===== config.mk =====
export PLATFORM = sky130hd
export DESIGN_NAME = psg_wr_arb
export DESIGN_NICKNAME = d
export VERILOG_FILES = /design/src/rtl/psg_wr_arb.sv
export SDC_FILE = /design/constraint.sdc
export NUM_CORES = 1
export LEC_CHECK = 0
export CAP_MARGIN = 40
export CORE_MARGIN = 10
export CORE_UTILIZATION = 45
export CTS_CLUSTER_DIAMETER = 100
export DETAILED_ROUTE_END_ITERATION = 12
export DONT_BUFFER_PORTS = 1
export HOLD_SLACK_MARGIN = 0.1
export PLACE_DENSITY = 0.65
export SLEW_MARGIN = 20
export SYNTH_ARGS = -nofsm -noshare
export SYNTH_HDL_FRONTEND = slang
export SYNTH_SLANG_ARGS = --single-unit

===== constraint.sdc =====
create_clock -name clk -period 2.5 [get_ports clk]
set_input_delay 0.625 -clock clk [delete_from_list [all_inputs] [get_ports clk]]
set_output_delay 0.625 -clock clk [all_outputs]
set_load 0.01 [all_outputs]

===== src/rtl/psg_wr_arb.sv =====
// psg_wr_arb: two-requester write-port arbiter for an SN76489-style PSG.
// `PSG_WR_ARB_RELATCH_CNT_EN adds a saturating relatch_cnt output.
module psg_wr_arb #(
  parameter int unsigned WR_GAP      = 2,
  parameter int unsigned LOCK_CYCLES = 64
) (
  input  logic        clk,
  input  logic        reset,
  input  logic [7:0]  a_data,
  input  logic        a_valid,
  output logic        a_ready,
  input  logic [7:0]  b_data,
  input  logic        b_valid,
  output logic        b_ready,
  output logic [7:0]  psg_wrdata,
  output logic        psg_wren
`ifdef PSG_WR_ARB_RELATCH_CNT_EN
  ,
  output logic [15:0] relatch_cnt
`endif
);

  typedef enum logic [1:0] {
    S_IDLE,
    S_RELATCH,
    S_DATA,
    S_GAP
  } state_t;

  localparam logic [3:0] GAP_LD =
    (WR_GAP == 0) ? 4'd0 : 4'(WR_GAP - 1);
  localparam logic [7:0] LOCK_LD = 8'(LOCK_CYCLES);

  state_t      r_state;
  state_t      w_next;
  logic [3:0]  r_gap_cnt;
  logic [7:0]  r_byte;
  logic        r_own;
  logic        r_pend;
  logic [1:0]  r_latch;
  logic [1:0]  r_a_ch;
  logic [1:0]  r_b_ch;
  logic [3:0]  r_shadow [4];
  logic        r_lock_act;
  logic        r_lock_own;
  logic [7:0]  r_lock_cnt;
  logic        r_a_ready;
  logic        r_b_ready;
  logic        r_wren;
  logic [7:0]  r_wrdata;

  logic        w_a_elig;
  logic        w_b_elig;
  logic        w_acc;
  logic        w_sel_b;
  logic [7:0]  w_in;
  logic [1:0]  w_in_ch;
  logic [1:0]  w_own_ch;

  // Lock owner bit: 0 = A, 1 = B.
  assign w_a_elig = a_valid & (~r_lock_act | ~r_lock_own);
  assign w_b_elig = b_valid & (~r_lock_act | r_lock_own);
  assign w_acc    = (r_state == S_IDLE) & ~r_a_ready & ~r_b_ready
                  & (w_a_elig | w_b_elig);
  assign w_sel_b  = ~w_a_elig;
  assign w_in     = w_sel_b ? b_data : a_data;
  assign w_in_ch  = w_sel_b ? r_b_ch : r_a_ch;
  assign w_own_ch = r_own ? r_b_ch : r_a_ch;

  always_ff @(posedge clk or posedge reset) begin
    if (reset) r_state <= S_IDLE;
    else       r_state <= w_next;
  end

  always_comb begin
    w_next = r_state;
    unique case (r_state)
      S_IDLE: begin
        if (w_acc) begin
          if (w_in[7])                w_next = S_DATA;
          else if (w_in_ch == 2'd3)   w_next = S_IDLE;
          else if (w_in_ch == r_latch) w_next = S_DATA;
          else                        w_next = S_RELATCH;
        end
      end
      S_RELATCH: w_next = (WR_GAP == 0) ? S_DATA : S_GAP;
      S_DATA:    w_next = (WR_GAP == 0) ? S_IDLE : S_GAP;
      S_GAP: begin
        if (r_gap_cnt == 4'd0) w_next = r_pend ? S_DATA : S_IDLE;
      end
      default:   w_next = S_IDLE;
    endcase
  end

  always_ff @(posedge clk or posedge reset) begin
    if (reset) begin
      r_gap_cnt  <= '0;
      r_byte     <= '0;
      r_own      <= 1'b0;
      r_pend     <= 1'b0;
      r_latch    <= '0;
      r_a_ch     <= '0;
      r_b_ch     <= '0;
      for (int i = 0; i < 4; i++) r_shadow[i] <= '0;
      r_lock_act <= 1'b0;
      r_lock_own <= 1'b0;
      r_lock_cnt <= '0;
      r_a_ready  <= 1'b0;
      r_b_ready  <= 1'b0;
      r_wren     <= 1'b0;
      r_wrdata   <= '0;
    end else begin
      r_a_ready <= 1'b0;
      r_b_ready <= 1'b0;
      r_wren    <= 1'b0;
      unique case (r_state)
        S_IDLE: begin
          if (w_acc) begin
            r_a_ready <= ~w_sel_b;
            r_b_ready <= w_sel_b;
            r_byte    <= w_in;
            r_own     <= w_sel_b;
            r_pend    <= 1'b0;
            if (r_lock_act && (r_lock_own == w_sel_b))
              r_lock_act <= 1'b0;
            if (w_in[7]) begin
              if (w_sel_b) r_b_ch <= w_in[6:5];
              else         r_a_ch <= w_in[6:5];
              r_latch <= w_in[6:5];
              if (!w_in[4]) r_shadow[w_in[6:5]] <= w_in[3:0];
            end else if (w_in_ch != 2'd3 && w_in_ch != r_latch) begin
              r_pend <= 1'b1;
            end
          end else if (r_lock_act) begin
            r_lock_cnt <= r_lock_cnt - 8'd1;
            if (r_lock_cnt == 8'd1) r_lock_act <= 1'b0;
          end
        end
        S_RELATCH: begin
          r_wren    <= 1'b1;
          r_wrdata  <= {1'b1, w_own_ch, 1'b0, r_shadow[w_own_ch]};
          r_latch   <= w_own_ch;
          r_gap_cnt <= GAP_LD;
        end
        S_DATA: begin
          r_wren    <= 1'b1;
          r_wrdata  <= r_byte;
          r_pend    <= 1'b0;
          r_gap_cnt <= GAP_LD;
          // Only a requester's own frequency latch arms the lock.
          if (r_byte[7]) begin
            if (!r_byte[4] && r_byte[6:5] != 2'd3) begin
              r_lock_act <= 1'b1;
              r_lock_own <= r_own;
              r_lock_cnt <= LOCK_LD;
            end else begin
              r_lock_act <= 1'b0;
            end
          end
        end
        S_GAP: begin
          if (r_gap_cnt != 4'd0) r_gap_cnt <= r_gap_cnt - 4'd1;
        end
        default: ;
      endcase
    end
  end

  assign a_ready    = r_a_ready;
  assign b_ready    = r_b_ready;
  assign psg_wren   = r_wren;
  assign psg_wrdata = r_wrdata;

`ifdef PSG_WR_ARB_RELATCH_CNT_EN
  logic [15:0] r_rl_cnt;

  always_ff @(posedge clk or posedge reset) begin
    if (reset) begin
      r_rl_cnt <= '0;
    end else if (r_state == S_RELATCH && r_rl_cnt != 16'hFFFF) begin
      r_rl_cnt <= r_rl_cnt + 16'd1;
    end
  end

  assign relatch_cnt = r_rl_cnt;
`endif

endmodule


# --- Word-level counts from Yosys, hierarchy flattened ---
# Cells that the tools add are included.
word_totals:
  register_bits: 59
  input_bits: 20
  out_inout_bits: 11
classes:
  n_addsub: 2
  order_cmp: 3
  eq_ne: 19
  muxes: 43
  bitwise_logic: 16
  reduce_logical: 24
op_table:
  columns: ["cell", "count"]
  rows:
  - ["two-way mux 8 bit", 5]
  - ["one-hot mux 8 bit (2 select lines)", 2]
  - ["two-way mux 2 bit", 10]
  - ["!= test 2 bit (second input constant)", 10]
  - ["bitwise mux 16 bit", 1]
  - ["two-way mux 4 bit", 4]
  - ["two-way mux 1 bit", 14]
  - ["AND reduction 4 bit", 3]
  - ["AND reduction 3 bit", 3]
  - ["binary-select mux 4 bit (select 2 bit)", 1]
  - ["demux 4 bit (select 2 bit)", 1]
  - ["== test 8 x 1 -> 1 bit (second input constant)", 1]
  - ["one-hot mux 4 bit (2 select lines)", 1]
  - ["AND reduction 2 bit", 4]
  - ["nonzero test 2 bit", 4]
  - ["subtractor 8 x 1 -> 8 bit (second input constant)", 1]
  - ["== test 2 bit (second input constant)", 3]
  - [">= comparator 3 bit (second input constant)", 2]
  - ["NOT 1 bit", 6]
  - ["NOT 2 -> 3 bit", 2]
  - ["one-hot mux 2 bit (3 select lines)", 1]
  - ["bitwise AND 1 bit", 5]
  - ["AND reduction 5 bit", 1]
  - ["logical AND 1 bit", 4]
  - ["other kinds (15)", 18]

# --- Longest topological paths before layout ---
depth:
  word_depth: 10
  mapped_depth: 8
  depth_no_buf: 8

# --- Worst setup path after synthesis ---
# OpenSTA, ideal clock, no wires.
synth_timing:
  path_kind: "input -> register"
  from: "input port a_valid"
  to: "register r_shadow[4] in the netlist's numbering"
  arrival_ns: 2.050
  path_slack_ns: 0.325
  stages: 5
  n_path_buf: 0
  cell_sequence: "a21boi_4 mux2i_1 o21ai_0 nor2_1 mux2_2"
synth_via:
  elab_chain_cells: 8
synth_lines:
  columns: ["element", "line_no", "text"]
  rows:
  - ["start: declaration", "10", "input logic a_valid,"]
  - ["bitwise AND 1 bit (*)", "61", "assign w_a_elig = a_valid & (~r_lock_act | ~r_lock_own);"]
  - ["two-way mux 8 bit", "66", "assign w_in = w_sel_b ? b_data : a_data;"]
  - ["NOT 2 -> 3 bit (not written as such)", "130", "if (!w_in[4]) r_shadow[w_in[6:5]] <= w_in[3:0];"]
  - [">= comparator 3 bit (not written as such) or less-than comparator 3 x 1 -> 1 bit (tied branches)", "130", null]
  - ["logical AND 1 bit (not written as such)", "130", null]
  - ["two-way mux 4 bit (not written as such)", "130", null]
  - ["demux 4 bit (select 2 bit)", "130", null]
  - ["bitwise mux 16 bit", "130", null]
  - ["end signal: indexed assignment", "130", null]
  - ["end: declaration", "43", "logic [3:0] r_shadow [4];"]
# Every way passes the cells marked *; elsewhere a longest branch is shown, timed or not.
# A chain may end at the register's enable or synchronous reset.

# --- Worst setup path after layout ---
layout_timing:
  from: "register r_state[0]"
  to: "register r_shadow[0] in the netlist's numbering"
layout_via:
  elab_chain_cells: 5
layout_lines:
  columns: ["element", "line_no", "text"]
  rows:
  - ["start: declaration", "34", "state_t r_state;"]
  - ["start signal: assignment", "72", "else r_state <= w_next;"]
  - ["zero test 2 bit (*)", "63, 116", null]
  - ["bitwise AND 1 bit (2 in a row)", "63", "assign w_acc = (r_state == S_IDLE) & ~r_a_ready & ~r_b_ready"]
  - ["bitwise AND 1 bit", "64", "& (w_a_elig | w_b_elig);"]
  - ["AND reduction 4 bit (no source line) (*)", null, null]
# Marks and branches as above.

==> impl_metrics.ini <==
[global_route]
grt_pass1_wl_um = 12700
grt_use_total = 0.145
first_global_vias = 2490
globalRoute.totalOverflow = 0
pin_count_of_the_biggest_net_entering_global_routing = 31
antenna_found_initial = 2

[synthesis]
synth.ff_latch_count = 59
synth_area_per_cell_um2 = 10.1
synth_compound_gate_area_share = 0.173
synth_top_flop_cell = sky130_fd_sc_hd__dfrtp_1
synth_top_family_by_area = compound AO/OA/AOI/OAI gates
synth.yosys.seq_area_share = 0.466
synth-edff-count = 0
yosys.area_share.xor_xnor = 0.00830
postSynthCellCount = 312
yosysWarningCount = 0
yosys.area_share.simple = 0.141
async_reset_ff_frac = 1.00
synthAdderAreaFrac = 0.0356
netlist-cell-type-count = 53
post_synthesis_instance_area_um2 = 3170
muxShareOfSynthArea = 0.142
synth_net_count = 341

[detailed_routing]
wl_per_cell_um = 17.8
firstDrtPassIters = 4
wirelength_um = 7640
total_via_count_in_the_routed_design = 2410
detail_route.drc_violations = 0
drt_first_iter_violations = 159
ant_nets = 0
route.detailed.vias_per_inst = 5.63

[sta]
finalHoldWorstSlack_ns = 0.264
hold_viol_final = 0
setup_repair_after_global_routing_missed_its_margin = no
setup_tns_ns = 0
worst_slew_margin_rel = 0.542
fin_crit_sh = 0.913
final.min_clock_period_ns = 2.28
tightestPinTransition_ns = 0.686
achievable-frequency_mhz = 438
setup_viol = 0
slew_viol_final = 0
worst_clock_skew_ns = 0.0110

[clock_tree]
cts_tree = done
cts-htree-levels = 3
cts_max_path_buffers = 2
cts.root.buffer_cell = sky130_fd_sc_hd__clkbuf_8
cts-buffers-inserted = 9
worstSkewPairLatency_ns = 0.35
path_clk_slew_ns = 0.07
clock_sink_count = 59
cts_post_setup_buffers_inserted = 0

[floorplanning]
boundaryPins = 31
chipHeight_um = 104
dieWidth_um = 104
num_rows = 30
core_region_area_um2 = 6830
die_area_um2 = 10800
starting_utilization_of_the_core_area = 0.463

[worst_hold_path]
min_path_type = primary input to asynchronous set/reset pin

[cells_and_area]
post-route-cell-area_um2 = 3620
leading_cell_type_in_the_layout_fill_and_taps_excluded = sky130_fd_sc_hd__dfrtp_1
instances_no_fill = 428
syn_to_final_growth_pct = 14.2
finish.net_count = 354
final_cell_mix = sky130_fd_sc_hd__dfrtp_1 (59), sky130_fd_sc_hd__o21ai_0 (28), sky130_fd_sc_hd__nor2_1 (28), sky130_fd_sc_hd__nand2_1 (24), sky130_fd_sc_hd__mux2_2 (24)
utilization = 0.529
layout-drive-gt1-share = 0.197

[setup_path]
critPathLaunch = r_state[0]$_DFFE_PP0P_
worst_setup_path_start_kind = flop
worst_path_fanout_max = 8
crit_arrival_ns = 2.51
worst-path-buf-inv = 1
timing.setup.critical_path_class = flop to flop
critical-path-slowest-cell = sky130_fd_sc_hd__or3_4
worstReg2RegStart = r_state[0]$_DFFE_PP0P_
timing.critical_path.max_delay_family = simple AND/OR/NAND/NOR gates
critical_path_cell_list = inv_1 -> ha_2 -> nor3b_2 -> and3_2 -> nor2_2 -> or3_4 -> mux2_4
setup.worst_path.end_class = flop
slowest_cell_delay_on_critical_path_ns = 0.43
required_ns = 2.73

[run]
cap_violations = 0

[power]
power_switching_mw = 2.03
p_leak_nw = 1.60
internal_power_contribution_mw = 3.11
combinational_group_share_of_total_power = 0.418
irDropWorstVdd_mv = 0.645
power.density_nw_per_um2 = 1420
power_switching_share = 0.396
power.clock.fraction = 0.224
power.sequential.fraction = 0.358

[place]
gp_congestion = 0.859
placement.io_buffers = 0
detailed_place_hpwl_um = 5590
placed_area_um2 = 3350
placed_cells_incl_taps = 410

[outcome]
outcome = complete, no violations
## kinds of logic after synthesis
kind of cell	after synthesis
flops	59
fa+ha+maj	9
buf+inv	28
compound gates	83
simple gates	90
mux	40
xor+xnor	3
## cell usage after synthesis, types with 2 or more instances
library cell	number	area share
sky130_fd_sc_hd__o31a_1	2	0.0055
sky130_fd_sc_hd__buf_1	2	0.0024
sky130_fd_sc_hd__mux2_2	24	0.085
sky130_fd_sc_hd__nand3b_1	2	0.0047
sky130_fd_sc_hd__nor2_1	29	0.034
sky130_fd_sc_hd__nand4_1	2	0.0040
sky130_fd_sc_hd__xor2_1	2	0.0055
sky130_fd_sc_hd__mux2_4	4	0.019
sky130_fd_sc_hd__mux2i_1	12	0.038
sky130_fd_sc_hd__a31oi_1	5	0.0099
sky130_fd_sc_hd__or3_1	3	0.0059
sky130_fd_sc_hd__clkbuf_1	7	0.0083
sky130_fd_sc_hd__a21boi_0	9	0.021
sky130_fd_sc_hd__nand2_1	24	0.028
sky130_fd_sc_hd__o31ai_1	4	0.0095
sky130_fd_sc_hd__dfrtp_1	59	0.47
sky130_fd_sc_hd__a311o_1	3	0.0095
sky130_fd_sc_hd__inv_1	17	0.020
sky130_fd_sc_hd__o21ai_0	28	0.044
sky130_fd_sc_hd__o22ai_1	2	0.0040
sky130_fd_sc_hd__a211oi_1	2	0.0047
sky130_fd_sc_hd__nand3_1	5	0.0079
sky130_fd_sc_hd__nor4_1	2	0.0040
sky130_fd_sc_hd__a211o_1	3	0.0083
sky130_fd_sc_hd__nor3_1	3	0.0047
sky130_fd_sc_hd__a21oi_1	13	0.021
sky130_fd_sc_hd__nor2b_1	6	0.012
sky130_fd_sc_hd__nand2b_1	2	0.0040
sky130_fd_sc_hd__ha_1	9	0.036
sky130_fd_sc_hd__o221ai_1	4	0.011
## power by group through the flow
| stage | Clock (mW) | Combinational, mW | Sequential [mW] |
|---|---|---|---|
| after floorplan | 0 | 1.71 | 1.66 |
| after global placement | 0 | 2.09 | 1.83 |
| after detailed placement | 0 | 2.14 | 1.85 |
| after CTS | 1.18 | 2.15 | 1.84 |
| after global routing | 1.22 | 2.43 | 1.91 |
| final | 1.15 | 2.15 | 1.84 |
## metrics by stage
stage	power (mW)	worst slack, ns
after floorplan	3.36	0.325
after CTS	5.16	0.133
final	5.14	0.217
after global routing	5.56	0.0366
after global placement	3.93	0.206
after detailed placement	3.98	0.137
## registers in the layout, indices dropped and copies added (netlist names)
register	count
r_shadow	16
psg_wrdata	8
r_byte	8
r_lock_cnt	8
r_gap_cnt	4
r_a_ch	2
r_b_ch	2
r_latch	2
r_state	2
a_ready	1
b_ready	1
psg_wren	1
r_lock_act	1
r_lock_own	1
r_own	1
r_pend	1
## worst paths after layout
check | endpoint | slack (ns) | depth (start not counted)
worst max-delay path | r_shadow[0]$_DFFE_PP0P_ | 0.22 | 7
worst min-delay path | r_lock_cnt[2]$_DFFE_PP0P_ | 0.26 | 1
worst max register to register | r_shadow[0]$_DFFE_PP0P_ | 0.22 | 7
worst min register to register | r_lock_cnt[6]$_DFFE_PP0P_ | 0.50 | 1
max in group asynchronous | r_byte[5]$_DFFE_PP0P_ | 1.64 | 2
min in group clk | r_b_ch[0]$_DFFE_PP0P_ | 0.41 | 2
## area by class of cell
type	instances	area, um^2
multi-input combinational	225	1590
sequential	59	1480
inverter	18	67.6
timing repair buffer	12	103
clock inverter	5	125
tap	96	120
fill	643	3220
clock buffer	11	131
antenna	2	5.00
## worst register-to-register path: cells and delay by family (launching register included)
| kind | cells | cell delay [ns] |
|---|---|---|
| fa+ha+maj | 1 | 0.27 |
| buf+inv | 1 | 0.12 |
| simple gates | 4 | 1.06 |
| mux | 1 | 0.31 |
| flops | 1 | 0.41 |
## routing by layer
layer | wire, um | global-route usage | vias up
li1 | - | - | 1153
met1 | 3470 | 0.178 | 1193
met2 | 3560 | 0.225 | 52
met3 | 481 | 0.0520 | 12
met4 | 129 | 0.0656 | 0
met5 | 0 | 0 | -
## what timing repair did
item | CTS | global route
hold buffers | 0 | 0
resized for setup | 0 | 2
endpoints found under the setup margin | 0 | 9
(Power assumes the default switching activity.)
